==> src/rtl/rf_pkg.sv <==
// rf_pkg: shared definitions for the register-file write-back path.
//   RF_ADDR_W  default register address width (8 registers)
//   RF_DATA_W  default register data width
//   WB_DEPTH   default write-queue depth
//   wb_entry_t one queued write {addr, data} at the default widths
package rf_pkg;

  localparam int RF_ADDR_W = 3;
  localparam int RF_DATA_W = 32;
  localparam int WB_DEPTH  = 4;

  typedef struct packed {
    logic [RF_ADDR_W-1:0] addr;
    logic [RF_DATA_W-1:0] data;
  } wb_entry_t;

endpackage

==> src/rtl/wb_fifo.sv <==
// wb_fifo: circular write queue holding {addr, data} pairs in arrival order.
// Ports:
//   clk, rst_n                 clock, synchronous active-low reset
//   push_i, push_addr_i/data_i enqueue one entry at the tail (caller ensures not full)
//   pop_i                      drop the head entry (caller ensures not empty)
//   head_addr_o/head_data_o    head entry, combinational from storage
//   head_ptr_o                 slot index of the head entry
//   count_o, empty_o, full_o   occupancy
//   valid_o, addr_o            per-slot valid flags and addresses for hazard lookup
// Pointers and valid flags are reset; the data/address storage is not.
module wb_fifo
  import rf_pkg::*;
#(
  parameter int DEPTH  = WB_DEPTH,
  parameter int ADDR_W = RF_ADDR_W,
  parameter int DATA_W = RF_DATA_W,
  localparam int PTR_W = $clog2(DEPTH),
  localparam int CNT_W = PTR_W + 1
) (
  input  logic                          clk,
  input  logic                          rst_n,
  input  logic                          push_i,
  input  logic [ADDR_W-1:0]             push_addr_i,
  input  logic [DATA_W-1:0]             push_data_i,
  input  logic                          pop_i,
  output logic [ADDR_W-1:0]             head_addr_o,
  output logic [DATA_W-1:0]             head_data_o,
  output logic [PTR_W-1:0]              head_ptr_o,
  output logic [CNT_W-1:0]              count_o,
  output logic                          empty_o,
  output logic                          full_o,
  output logic [DEPTH-1:0]              valid_o,
  output logic [DEPTH-1:0][ADDR_W-1:0]  addr_o
);

  localparam logic [CNT_W-1:0] DEPTH_C = CNT_W'(DEPTH);

  logic [PTR_W-1:0]  head_q, head_d;
  logic [PTR_W-1:0]  tail_q, tail_d;
  logic [CNT_W-1:0]  count_q, count_d;
  logic [DEPTH-1:0]  valid_q, valid_d;
  logic [ADDR_W-1:0] addr_mem_q [DEPTH];
  logic [DATA_W-1:0] data_mem_q [DEPTH];

  // DEPTH is a power of two, so pointer overflow is the modulo-DEPTH wrap.
  always_comb begin
    head_d  = head_q;
    tail_d  = tail_q;
    count_d = count_q;
    valid_d = valid_q;
    if (push_i) begin
      tail_d          = tail_q + PTR_W'(1);
      valid_d[tail_q] = 1'b1;
    end
    if (pop_i) begin
      head_d          = head_q + PTR_W'(1);
      valid_d[head_q] = 1'b0;
    end
    case ({push_i, pop_i})
      2'b10:   count_d = count_q + CNT_W'(1);
      2'b01:   count_d = count_q - CNT_W'(1);
      default: count_d = count_q;
    endcase
  end

  always_ff @(posedge clk) begin
    if (!rst_n) begin
      head_q  <= '0;
      tail_q  <= '0;
      count_q <= '0;
      valid_q <= '0;
    end else begin
      head_q  <= head_d;
      tail_q  <= tail_d;
      count_q <= count_d;
      valid_q <= valid_d;
    end
  end

  always_ff @(posedge clk) begin
    if (push_i) begin
      addr_mem_q[tail_q] <= push_addr_i;
      data_mem_q[tail_q] <= push_data_i;
    end
  end

  always_comb begin
    for (int i = 0; i < DEPTH; i++) begin
      addr_o[i] = addr_mem_q[i];
    end
  end

  assign head_addr_o = addr_mem_q[head_q];
  assign head_data_o = data_mem_q[head_q];
  assign head_ptr_o  = head_q;
  assign count_o     = count_q;
  assign empty_o     = (count_q == '0);
  assign full_o      = (count_q == DEPTH_C);
  assign valid_o     = valid_q;

endmodule

==> src/rtl/reg_write_port.sv <==
// reg_write_port: queues register write-backs and drains them into the
// register-file write port one per cycle, in arrival order.
// Ports:
//   clk, rst_n                    clock, synchronous active-low reset
//   wb_valid/wb_ready             write-back request handshake
//   wb_addr/wb_data               destination register and value
//   rf_we/rf_waddr/rf_wdata       register-file write strobe, address, data
//   rf_busy                       register-file port unavailable this cycle
//   chk_addr/chk_pending          hazard query: is a write to chk_addr still queued
//   q_count                       number of queued entries
// Optional feature macro: WB_BYPASS_EN -- a request arriving while the queue is
// empty and rf_busy is low is written straight through in the same cycle.
//
// Handshake: a request transfers on a cycle where wb_valid && wb_ready are both 1
// at the rising edge. wb_ready depends only on the current occupancy (not on a
// pop in the same cycle), so the requester must hold wb_valid/addr/data stable
// until it sees wb_ready; nothing is ever dropped.
module reg_write_port
  import rf_pkg::*;
#(
  parameter int DEPTH  = WB_DEPTH,
  parameter int ADDR_W = RF_ADDR_W,
  parameter int DATA_W = RF_DATA_W,
  localparam int PTR_W = $clog2(DEPTH),
  localparam int CNT_W = PTR_W + 1
) (
  input  logic              clk,
  input  logic              rst_n,
  input  logic              wb_valid,
  output logic              wb_ready,
  input  logic [ADDR_W-1:0] wb_addr,
  input  logic [DATA_W-1:0] wb_data,
  output logic              rf_we,
  output logic [ADDR_W-1:0] rf_waddr,
  output logic [DATA_W-1:0] rf_wdata,
  input  logic              rf_busy,
  input  logic [ADDR_W-1:0] chk_addr,
  output logic              chk_pending,
  output logic [CNT_W-1:0]  q_count
);

  logic                         push;
  logic                         pop;
  logic                         bypass;
  logic                         fifo_empty;
  logic                         fifo_full;
  logic [ADDR_W-1:0]            head_addr;
  logic [DATA_W-1:0]            head_data;
  logic [PTR_W-1:0]             head_ptr;
  logic [DEPTH-1:0]             slot_valid;
  logic [DEPTH-1:0][ADDR_W-1:0] slot_addr;
  logic                         pending_raw;

  wb_fifo #(
    .DEPTH  (DEPTH),
    .ADDR_W (ADDR_W),
    .DATA_W (DATA_W)
  ) u_fifo (
    .clk         (clk),
    .rst_n       (rst_n),
    .push_i      (push),
    .push_addr_i (wb_addr),
    .push_data_i (wb_data),
    .pop_i       (pop),
    .head_addr_o (head_addr),
    .head_data_o (head_data),
    .head_ptr_o  (head_ptr),
    .count_o     (q_count),
    .empty_o     (fifo_empty),
    .full_o      (fifo_full),
    .valid_o     (slot_valid),
    .addr_o      (slot_addr)
  );

  assign wb_ready = !fifo_full && rst_n;

`ifdef WB_BYPASS_EN
  // Only when nothing is queued can a new write skip ahead without breaking order.
  assign bypass = wb_valid && wb_ready && fifo_empty && !rf_busy;
`else
  assign bypass = 1'b0;
`endif

  assign push = wb_valid && wb_ready && !bypass;
  assign pop  = !fifo_empty && !rf_busy && rst_n;

  assign rf_we    = pop || bypass;
  assign rf_waddr = bypass ? wb_addr : head_addr;
  assign rf_wdata = bypass ? wb_data : head_data;

  // The head slot leaving this cycle no longer counts as pending.
  always_comb begin
    pending_raw = 1'b0;
    for (int i = 0; i < DEPTH; i++) begin
      if (slot_valid[i] && (slot_addr[i] == chk_addr) &&
          !(pop && (head_ptr == PTR_W'(i)))) begin
        pending_raw = 1'b1;
      end
    end
  end

  assign chk_pending = pending_raw && rst_n;

endmodule
==> config.mk <==
export PLATFORM = sky130hd
export DESIGN_NAME = reg_write_port
export DESIGN_NICKNAME = d
export VERILOG_FILES = /design/src/rtl/rf_pkg.sv /design/src/rtl/wb_fifo.sv /design/src/rtl/reg_write_port.sv
export SDC_FILE = /design/constraint.sdc
export NUM_CORES = 1
export LEC_CHECK = 0
export ABC_AREA = 1
export CELL_PAD_IN_SITES_DETAIL_PLACEMENT = 0
export CELL_PAD_IN_SITES_GLOBAL_PLACEMENT = 1
export CORE_ASPECT_RATIO = 0.8
export CORE_MARGIN = 4
export CORE_UTILIZATION = 35
export DETAILED_ROUTE_END_ITERATION = 10
export PLACE_DENSITY = 0.67
export SYNTH_ARGS = -nofsm -noshare
export SYNTH_HDL_FRONTEND = slang
export SYNTH_SLANG_ARGS = --single-unit
export TNS_END_PERCENT = 10
==> constraint.sdc <==
create_clock -name clk -period 3.4 [get_ports clk]
set_clock_uncertainty 0.15 [all_clocks]
set_input_delay 0.51 -clock clk [delete_from_list [all_inputs] [get_ports clk]]
set_output_delay 0.51 -clock clk [all_outputs]
set_load 0.005 [all_outputs]
---- Yosys cells after proc, flatten, opt, wreduce, memory -nomap -nowiden ----
Memory sizes are Yosys's and may differ from the RTL's. A register that Yosys moved wholly into a read port is not among the register bits.
Index checks and enable logic that the tools add are counted.
W data, S select, Z words.
storage, ports and cells
  bits in registers ....................... 11
  RAM bits ................................ 140
  input bits .............................. 42
  logic and storage cells ................. 73
  memories kept ........................... 2
memory list
  name               depth  width  rd ports  clocked after Yosys merged registers in  wr ports  RTL line       text
  u_fifo.data_mem_q  4      32     1         1                                        1         wb_fifo.sv:43  logic [DATA_W-1:0] data_mem_q [DEPTH];
  u_fifo.addr_mem_q  4      3      5         1                                        1         wb_fifo.sv:42  logic [ADDR_W-1:0] addr_mem_q [DEPTH];
operators by class
  add/subtract/negate cells ............... 4
  order comparisons ....................... 4
  equal/unequal tests ..................... 10
  mux-type cells .......................... 17
  bitwise logic cells ..................... 3
  reduce and logical (&&, ||, !) cells .... 29
operators by type and width
  kind                   count
  $logic_and A1 B1 Y1    19
  $eq A3 B3 Y1           4
  $mux W1                8
  $mux W2                4
  $mux W4                2
  $logic_not A1 Y1       7
  $eq A2 B2 Y1 const B   3
  $lt A2 B3 Y1 const B   2
  $pmux W3 S2            1
  $add A2 B1 Y2 const B  2
  $and A4 B4 Y4          1
  $demux W1 S2           2
  $eq A2 B1 Y1 const B   2
  $ge A2 B1 Y1 const B   2
  $not A4 Y4             1
  $or A4 B4 Y4           1
  $add A3 B1 Y3 const B  1
  $eq A3 B3 Y1 const B   1
  $logic_not A3 Y1       1
  $sub A3 B1 Y3 const B  1
  $logic_not A2 Y1       1
  $reduce_bool A2 Y1     1

---- Logic depth before layout (Yosys ltp) ----
  depth after elaboration ................. 12
  depth in mapped cells ................... 11
  depth with buffers taken out ............ 11

---- Cells and area by module ----
A second synthesis with hierarchy kept.
second synthesis, totals
  cells, all modules ...................... 490
  area total of the unflattened synthesis .. 6127.1 um^2
modules (own cells, without submodules)
  module          instances  cells each  area each (um^2)  sequential area each (um^2)
  wb_fifo         1          413         5814.3            4464.3
  reg_write_port  1          77          312.8             0.0

---- Worst setup path after synthesis ----
OpenSTA, ideal clock, no wires.
  path kind ............................... reg2reg
  start ................................... register u_fifo.count_q[1] (netlist: u_fifo.count_o[1])
  end ..................................... memory u_fifo.addr_mem_q[2][0] (netlist bit) (enable)
  setup time .............................. 0.429 ns
  data arrival time ....................... 2.143 ns
  required time ........................... 2.821 ns
  slack ................................... 0.678 ns
  stages on the path, launching flop included .. 5
  period minus slack after synthesis ...... 2.722 ns
  cells stage by stage .................... dfxtp_1 inv_2 nand3_2 nand3_4 nor2_1
between the ends
  longest elaborated chain between the ends .. 6
ends and longest elaborated chain
  item                           RTL line              text
  from (decl)                    wb_fifo.sv:40         logic [CNT_W-1:0] count_q, count_d;
  from (signal assigned)         wb_fifo.sv:75         count_q <= count_d;
  $eq A3 B3 Y1                   wb_fifo.sv:98         assign full_o = (count_q == DEPTH_C);
  $logic_not A1 Y1               reg_write_port.sv:75  assign wb_ready = !fifo_full && rst_n;
  $logic_and A1 B1 Y1            reg_write_port.sv:75
  $logic_and A1 B1 Y1            reg_write_port.sv:84  assign push = wb_valid && wb_ready && !bypass;
  $mux W1                        wb_fifo.sv:81         if (push_i) begin
  $mux W1 (not written as such)  wb_fifo.sv:82         addr_mem_q[tail_q] <= push_addr_i;
  to (decl)                      wb_fifo.sv:42
No other way between the ends.

==> flow_metrics.py <==
metrics = {
    "outcome": {
        "outcome": "complete, no violations",
    },
    "route": {
        "drt_iter0_drc": 202,
        "postRouteWirelength_um": 13600,
        "drc_errors": 0,
        "antenna_left": 0,
        "vias_per_cell": 4.965,
        "wire_per_inst_um": 16.89,
        "first_pass_iters": 4,
        "num_vias": 3997,
    },
    "synthesis": {
        "muxShareOfSynthArea": 0,
        "synth_fa_ha_area_frac": 0.02178,
        "synth_most_common_cell": "edfxtp_1",
        "synth_area_leader_cell": "edfxtp_1",
        "seq_area_frac_synth": 0.7333,
        "synth_compound_area_frac": 0.1134,
        "synthArstFlopShare": 0,
        "syn_inst": 486,
        "synthTopCellsByCount": "140 x edfxtp_1, 89 x nor2_1, 76 x o21ai_0",
        "synth_area_sq_um": 6088,
        "yosysTopAreaCellShare": 0.6905,
        "synth_area_leaders": "edfxtp_1 69%, o21ai_0 6.2%, nor2_1 5.5%, dfxtp_1 4.3%, o22ai_1 3.3%",
        "avgSynthCellArea_sq_um": 12.53,
        "synthesis.nets": 538,
        "synth_edf_count": 140,
        "synth_xor_area_frac": 0,
        "synth-seq-cells": 153,
        "synth_flop_cell": "edfxtp_1",
        "synth-simple-area-share": 0.09351,
        "yosys_warnings": 0,
        "synth_cell_type_count": 21,
        "synth_top_family_by_area": "compound AO/OA/AOI/OAI gates",
    },
    "worst_setup_path": {
        "crit_path_max_fanout": 46,
        "end_kind": "primary output",
        "worst-setup-path-type": "reg2out",
        "crit_arrival_ns": 2.42,
        "start_kind": "flip-flop",
        "required_ns": 2.74,
    },
    "worst_hold_path": {
        "hp-class": "reg2reg",
    },
    "clock_network": {
        "cts_num_sinks": 153,
        "cts_tree": "yes",
        "cts_buffers": 17,
        "htreeDepth": 4,
        "clk_latency_ns": 0.42,
        "hold_buffers": 0,
        "post-cts-setup-buffer-count": 0,
        "clkTransAtPathRegs_ns": 0.06,
        "cts_resized": 0,
        "cts_max_path_buffers": 2,
        "cts_root_buf": "clkbuf_16",
    },
    "die": {
        "core_sq_um": 16820,
        "fp.dieH_um": 126.0,
        "die_x_um": 155.5,
        "start_util": 0.3621,
        "pin_count": 83,
        "die_area_sq_um": 19580,
        "std_cell_rows": 42,
    },
    "power": {
        "switchingPower_w": 0.0009538,
        "power.total_w": 0.004270,
        "p_seq_frac": 0.498,
        "p_int_w": 0.003317,
        "p_comb_frac": 0.112,
        "power.leakage_nw": 2.727,
        "netSwitchingFraction": 0.2234,
        "pwr-share-clk": 0.390,
        "power_density_nw_per_um2": 551.8,
        "ir_worst_vdd_mv": 0.3543,
    },
    "final_layout": {
        "antenna_cells": 0,
        "nFillCells": 1503,
        "layout.nets": 627,
        "syn_to_final_growth_pct": 27.11,
        "drive_gt1_frac": 0.08547,
    },
    "timing": {
        "worst_slew_pin_slew_ns": 0.7211,
        "slew_viol_final": 0,
        "setup_ws_ns": 0.3192,
        "holdWs_ns": 0.3727,
        "finalCritPeriodShare": 0.9061,
        "rsz0062_at_grt": "no",
        "clock.fmax_ghz": 0.3246,
        "setup_tns_ns": 0,
        "period_minus_slack_ns": 3.081,
        "finalHoldViolations": 0,
        "slew_headroom": 0.5186,
        "setup_viol": 0,
    },
    "flow_run": {
        "maxCapViolCount": 0,
    },
    "grt": {
        "grt_use_met2": 0.2295,
        "grt_use_met1": 0.1863,
        "track_usage": 0.1430,
        "grt_pass1_vias": 3946,
        "grt.met3_usage": 0.04424,
        "top_usage_layer": "met2",
        "grt_overflow": 0,
        "antenna_found_initial": 0,
        "grt_max_degree": 68,
        "grt_pass1_wl_um": 21490,
    },
    "placement": {
        "dp_hpwl_um": 8026,
        "port_buffers": 82,
        "post-place-ws_ns": 0.5362,
        "gp_congestion": 0.7388,
    },
}
[critical path, stage by stage, from the launching register on]
cell             delay [ns]
dfxtp_2                0.32
inv_2                  0.37
buf_12                 0.28
o21ai_0                0.11
o22ai_1                0.32
clkdlybuf4s50_1        0.57
[layout make-up]
cell class	instances	area, sq um	area share
clock buffers	18	429.2	0.05546
well taps	220	275.3	0.03557
repair buffers	92	933.4	0.1206
inverters	34	127.6	0.01649
multi-input cells	277	1423	0.1838
clock inverters	11	85.08	0.01099
flip-flops and latches	153	4466	0.5770
[power by group through the flow]
stage               clock network (W)  registers [W]  logic (W)
global route                  0.00179        0.00213   0.000530
finish                        0.00166        0.00213   0.000479
CTS                           0.00170        0.00213   0.000487
detailed placement                  0        0.00217   0.000483
floorplan                           0        0.00217   0.000203
global placement                    0        0.00216   0.000478
[registers in the layout, summed over array words and instances (netlist names), named ones only]
register           flops
u_fifo.addr_mem_q     12
u_fifo.count_o         3
u_fifo.data_mem_q    128
u_fifo.head_ptr_o      2
u_fifo.tail_q          2
u_fifo.valid_o         4
[logic make-up (layout without fill, tap and decap cells)]
kind of cell / after synthesis / after routing
flops: 153 / 153
simple gates: 138 / 138
compound gates: 129 / 129
buf+inv: 56 / 155
fa+ha+maj: 10 / 10
[stage by stage]
stage / std cells / util / cell area (sq um)
CTS: 805 / 0.4602 / 7739
floorplan: 486 / - / 6088
detailed placement: 776 / 0.4296 / 7224
finish: 805 / 0.4602 / 7739
global placement: 776 / 0.4296 / 7224
global route: 805 / 0.4602 / 7739
[routing by layer]
layer,routed length [um],up-vias
li1,-,1916
met2,6245,94
met4,171,0
met1,6394,1973
met5,0,-
met3,786,14
[cells in the final DEF, fill, tap and decap left out]
cell type        instances
ha_1                     9
edfxtp_1               140
o21ai_2                  1
inv_1                   29
clkinv_4                 1
buf_4                    7
dfxtp_2                  1
clkinv_2                 4
bufinv_16                1
nand3_2                  1
nand3_4                  2
o22ai_1                 32
fa_1                     1
clkinvlp_4               2
nor2_4                   5
nand2_1                 37
nand3_1                  8
buf_12                   3
nor2_1                  85
clkbuf_16               17
o21ai_0                 76
clkinv_1                 3
clkbuf_1                 1
a21oi_1                 16
clkdlybuf4s50_1         82
o21ai_1                  3
dfxtp_1                 12
a31oi_1                  1
inv_2                    5
[worst paths after layout]
kind / start / end / slack [ns] / depth (start not counted)
worst max-delay path: flip-flop / rf_wdata[7] / 0.32 / 5
worst min-delay path: u_fifo.valid_o[0]$_SDFF_PN0_ / u_fifo.valid_o[0]$_SDFF_PN0_ / 0.37 / 2
worst max register to register: u_fifo.count_o[2]$_SDFFE_PN0P_ / u_fifo.count_o[2]$_SDFFE_PN0P_ / 1.24 / 11
worst min register to register: u_fifo.valid_o[0]$_SDFF_PN0_ / u_fifo.valid_o[0]$_SDFF_PN0_ / 0.37 / 2
(Power assumes the default switching activity.)
